===== src/rtl/wb_sequencer.sv =====
// Multi-cycle IF/ID/EX/MEM/WB sequencer driving writeback strobes, Wdata and data-memory requests.
// Optional retired-instruction counter enabled by defining WB_SEQ_RETIRE_CNT_EN.

// state | meaning
// S_IF  | fetch; instruction becomes stable by the end of this cycle
// S_ID  | decode
// S_EX  | execute; jumps/branches and illegal opcodes finish here
// S_MEM | data-memory access, held for MEM_LAT cycles via wait_q
// S_WB  | writeback; Wdata already holds the value chosen on entry
module wb_sequencer #(
    parameter int unsigned MEM_LAT = 2,
    parameter int unsigned CNT_W   = 32
) (
    input  logic             CLK,
    input  logic             RST,
    input  logic [31:0]      Ins,
    input  logic [31:0]      Alu_out,
    input  logic [31:0]      Mem_rdata,
    input  logic [31:0]      Pc_plus4,
    output logic [2:0]       BOUT,
    output logic [31:0]      Wdata,
    output logic [2:0]       Phase,
    output logic             Mem_re,
    output logic             Mem_we,
    output logic             Illegal,
    output logic [CNT_W-1:0] Retired
);

    typedef enum logic [2:0] {
        S_IF  = 3'd0,
        S_ID  = 3'd1,
        S_EX  = 3'd2,
        S_MEM = 3'd3,
        S_WB  = 3'd4
    } state_t;

    localparam logic [5:0] OP_R_FORM = 6'h00;
    localparam logic [5:0] OP_J      = 6'h02;
    localparam logic [5:0] OP_JAL    = 6'h03;
    localparam logic [5:0] OP_BEQ    = 6'h04;
    localparam logic [5:0] OP_ADDI   = 6'h08;
    localparam logic [5:0] OP_SLTI   = 6'h0A;
    localparam logic [5:0] OP_LW     = 6'h23;
    localparam logic [5:0] OP_SW     = 6'h2B;

    localparam logic [3:0] WAIT_INIT = 4'(MEM_LAT - 1);

    state_t      state_q, state_d;
    logic [3:0]  wait_q, wait_d;
    logic [31:0] wdata_q, wdata_d;

    logic [5:0] opcode;
    logic       is_alu, is_jal, is_jmp, is_lw, is_sw;
    logic [2:0] bout;
    logic       mem_re, mem_we, illegal;
    logic       unused_ins;

    assign opcode     = Ins[31:26];
    assign unused_ins = ^Ins[25:0];

    assign is_alu = (opcode == OP_R_FORM) || (opcode == OP_ADDI) || (opcode == OP_SLTI);
    assign is_jal = (opcode == OP_JAL);
    assign is_jmp = (opcode == OP_J) || (opcode == OP_BEQ);
    assign is_lw  = (opcode == OP_LW);
    assign is_sw  = (opcode == OP_SW);

    always_comb begin
        state_d = state_q;
        wait_d  = wait_q;
        wdata_d = wdata_q;
        bout    = 3'b000;
        mem_re  = 1'b0;
        mem_we  = 1'b0;
        illegal = 1'b0;
        case (state_q)
            S_IF: state_d = S_ID;
            S_ID: state_d = S_EX;
            S_EX: begin
                if (is_lw || is_sw) begin
                    state_d = S_MEM;
                    wait_d  = WAIT_INIT;
                end else if (is_alu || is_jal) begin
                    state_d = S_WB;
                    wdata_d = is_jal ? Pc_plus4 : Alu_out;
                end else begin
                    // Illegal opcodes end here without advancing the PC.
                    state_d = S_IF;
                    bout[2] = is_jmp;
                    illegal = ~is_jmp;
                end
            end
            S_MEM: begin
                mem_re = is_lw;
                mem_we = is_sw;
                if (wait_q == 4'd0) begin
                    if (is_lw) begin
                        state_d = S_WB;
                        wdata_d = Mem_rdata;
                    end else begin
                        state_d = S_IF;
                        bout[2] = is_sw;
                    end
                end else begin
                    wait_d = wait_q - 4'd1;
                end
            end
            S_WB: begin
                state_d = S_IF;
                bout[0] = is_alu;
                bout[1] = is_jal || is_lw;
                bout[2] = 1'b1;
            end
            default: state_d = S_IF;
        endcase
    end

    always_ff @(posedge CLK) begin
        if (RST) begin
            state_q <= S_IF;
            wait_q  <= 4'd0;
            wdata_q <= 32'd0;
        end else begin
            state_q <= state_d;
            wait_q  <= wait_d;
            wdata_q <= wdata_d;
        end
    end

    assign BOUT    = bout;
    assign Wdata   = wdata_q;
    assign Phase   = state_q;
    assign Mem_re  = mem_re;
    assign Mem_we  = mem_we;
    assign Illegal = illegal;

`ifdef WB_SEQ_RETIRE_CNT_EN
    logic [CNT_W-1:0] retired_q, retired_d;

    always_comb begin
        retired_d = retired_q;
        if (bout[2]) retired_d = retired_q + CNT_W'(1);
    end

    always_ff @(posedge CLK) begin
        if (RST) retired_q <= '0;
        else     retired_q <= retired_d;
    end

    assign Retired = retired_q;
`else
    assign Retired = '0;
`endif

endmodule


===== config.mk =====
export PLATFORM = sky130hd
export DESIGN_NAME = wb_sequencer
export DESIGN_NICKNAME = d
export VERILOG_FILES = /design/src/rtl/wb_sequencer.sv
export SDC_FILE = /design/constraint.sdc
export NUM_CORES = 1
export LEC_CHECK = 0
export CAP_MARGIN = 20
export CORE_ASPECT_RATIO = 1.75
export CORE_MARGIN = 1.5
export CORE_UTILIZATION = 38
export CTS_BUF_LIST = sky130_fd_sc_hd__clkbuf_2
export DETAILED_ROUTE_END_ITERATION = 8
export PLACE_DENSITY = 0.88
export SKIP_LAST_GASP = 1
export SYNTH_ARGS = -nofsm -noshare
export SYNTH_HDL_FRONTEND = slang
export SYNTH_SLANG_ARGS = --single-unit

===== constraint.sdc =====
create_clock -name CLK -period 3 [get_ports CLK]
set_input_delay 0.45 -clock CLK [delete_from_list [all_inputs] [get_ports CLK]]
set_output_delay 0.45 -clock CLK [all_outputs]
set_load 0.01 [all_outputs]

==> results.sh <==
export IMPL_port_buffers=144
export IMPL_placed_cell_area_um2=4070
export IMPL_dr_total_vias=2918
export IMPL_clk_insertion_delay_late_ns=0.39
export IMPL_ys_types=39
export IMPL_synth_top_flop_cell="dfxtp_1"
export IMPL_drt_wl_total_mm=8.52
export IMPL_crit_path_end_kind="output port"
export IMPL_grt_max_degree=71
export IMPL_drtIter0Drc=171
export IMPL_layout_nets=612
export IMPL_syn_area_um2=2760
export IMPL_critical_path_required_ns=2.55
export IMPL_post_cts_buffers=0
export IMPL_core_um2=6960
export IMPL_cap_violations=0
export IMPL_setup_viol=0
export IMPL_p_per_area_nw_per_um2=251
export IMPL_clk_pin_slew_ns=0.20
export IMPL_synth_top_cell_area_share_pct=28.3
export IMPL_syn_to_final_growth_pct=49.7
export IMPL_grtUsageTotal_pct=21.5
export IMPL_synth_edf_count=0
export IMPL_power_leakage_nw=1.64
export IMPL_antenna_found_initial=0
export IMPL_ys_ff_latch=39
export IMPL_fin_worst_skew_ns=0.0176
export IMPL_period_minus_slack_ns=2.84
export IMPL_hpwl_mm=6.32
export IMPL_hold_viol_final=0
export IMPL_synth_seq_area_share_pct=28.3
export IMPL_synth_mux_area_share_pct=11.6
export IMPL_synth_compound_area_share_pct=18.6
export IMPL_synthTopCellsByCount="41 x nor2_1, 39 x dfxtp_1, 39 x nand2_1, 37 x a21oi_1, 37 x buf_4"
export IMPL_critPathSlowestCell="clkdlybuf4s50_1"
export IMPL_grt_pass1_wl_mm=12.9
export IMPL_cts_max_level=2
export IMPL_rsz0062_at_grt="false"
export IMPL_cts_tree="yes"
export IMPL_ioPinCount=203
export IMPL_yosys_area_share_adder_pct=0.454
export IMPL_dieArea_um2=7790
export IMPL_wire_per_inst_um=15.1
export IMPL_hold_class="input pin to flop"
export IMPL_ir_worst_vdd_v=0.000183
export IMPL_cts_path_max_buffers=2
export IMPL_cts_buffers=5
export IMPL_synth_cells=347
export IMPL_worst_slew_pin_slew_ns=0.780
export IMPL_fin_area_um2=4130
export IMPL_avgViaCountPerCell=5.16
export IMPL_synth_area_per_cell_um2=7.94
export IMPL_synthXorXnorAreaFrac_pct=0.953
export IMPL_synthArstFlopShare_pct=0
export IMPL_grt_remaining_overflow=0
export IMPL_start_util_pct=39.6
export IMPL_status="finished, final reports clean"
export IMPL_clock_sink_count=39
export IMPL_fin_crit_sh_pct=94.5
export IMPL_relSlewSlack_pct=47.8
export IMPL_synth_area_leaders="dfxtp_1 28%, mux2i_1 12%, a211o_1 10%"
export IMPL_cts_root_buf="clkbuf_2"
export IMPL_fmax_mhz=353
export IMPL_crit_top_cell="clkdlybuf4s50_1"
export IMPL_drcViolationCount=0
export IMPL_fin_tns_setup_ns=0
export IMPL_grt_pass1_vias=2777
export IMPL_path_cells="clkdlybuf4s50_1 -> and4bb_2 -> and2_1 -> and3_1 -> nand2_1 -> o211ai_1 -> clkdlybuf4s50_1"
export IMPL_synth_top_area_cell="dfxtp_1"
export IMPL_synth_top_family_by_area="simple AND/OR/NAND/NOR gates"
export IMPL_crit_arrival_ns=2.39
export IMPL_drtPass1Iterations=5
export IMPL_yosysMostFrequentCell="nor2_1"
export IMPL_layout_drive_gt1_share_pct=4.57
export IMPL_hold_ws_ns=0.432
export IMPL_finalMaxSlewViolations=0
export IMPL_worstSetupStartpointType="input pin"
export IMPL_die_x_um=67.4
export IMPL_crit_fanout=5
export IMPL_yosysWarningCount=0
export IMPL_place_gp_congestion=0.810
export IMPL_num_rows=40
export IMPL_die_h_um=116
export IMPL_path_class="input pin to output port"
export IMPL_critPathMaxStageDelay_ns=0.56
export IMPL_synthSimpleGateAreaFrac_pct=24.8
export IMPL_ant_nets=0
[cell usage in the layout (no fill, tap or decap), types with 2 or more instances in the layout]
cell and instances:
a211o_1 32, a21oi_1 37, and3_1 2, buf_4 8, clkbuf_2 5, clkdlybuf4s50_1 143, conb_1 32, dfxtp_1 39
inv_1 2, mux2i_1 32, nand2_1 39, nand2b_1 32, nand3_1 2, nor2_1 41, nor2b_1 2, nor3_1 2
nor3b_1 4, nor4_1 4, xnor2_1 2
[report_power, final]
part           switching, mW  internal [mW]
Sequential           0.00538          0.523
Clock                  0.172         0.0494
Combinational          0.109          0.176
Total                  0.286          0.749
[state kept, by name, summed over array words and instances (netlist names)]
signal / flops
Wdata: 32
wait_q: 4
Phase: 3
[stage by stage]
stage                     std cells  utilization (%)  setup WS (ns)  total power [mW]
after floorplan                 378                -           1.20             0.686
after global placement          557             58.5          0.212             0.812
after detailed placement        557             58.5          0.151             0.819
after CTS                       564             58.9          0.145              1.04
after global routing            565             59.3         0.0475              1.09
final                           566             59.3          0.165              1.03
[routing by layer]
metal  part of all wire, %  track usage, %  up-vias  routed length (um)
met5                     0               0        -                   0
met4                   2.7            9.52        0                 233
met3                   6.1            3.69       17                 518
met2                    56            41.4      145                4750
met1                    35            21.6     1364                3020
li1                      -               -     1392                   -
[final cells by class]
cell class	count	area (um^2)
fillers	602	2830
clock inverters	2	8.76
repair buffers	153	1520
well taps	84	105
multi-input cells	280	1680
diodes	1	2.50
flip-flops and latches	39	781
inverters	2	7.51
clock buffers	5	25.0
[what timing repair did]
action,CTS,global route
hold buffers,0,0
setup endpoints to repair,0,1
gates resized for setup,0,1
[cell families after synthesis]
family	after synthesis
AOI/OAI and AO/OA	75
xor gates and xnor gates	3
adders and majority gates	1
buffers and inverters	59
DFF	39
muxes	32
other	1
and+or+nand+nor	137
[path summary, 6_finish.rpt]
kind                          startpoint                endpoint  slack, ns  depth (start not counted)
hold / removal                       RST   Wdata[4]$_SDFFE_PP0P_       0.43                          3
setup / recovery                 Ins[28]                 BOUT[2]       0.16                          7
setup reg to reg   Phase[0]$_SDFFE_PP0P_   Wdata[2]$_SDFFE_PP0P_       0.89                          6
hold reg to reg   Wdata[26]$_SDFFE_PP0P_  Wdata[26]$_SDFFE_PP0P_       0.49                          2
[critical path: cells and delay by family]
family,cells,cell delay (ns)
compound gates,1,0.11
buf+inv,2,1.06
simple gates,4,0.76
Note: power is estimated with default switching activity, not from simulation.
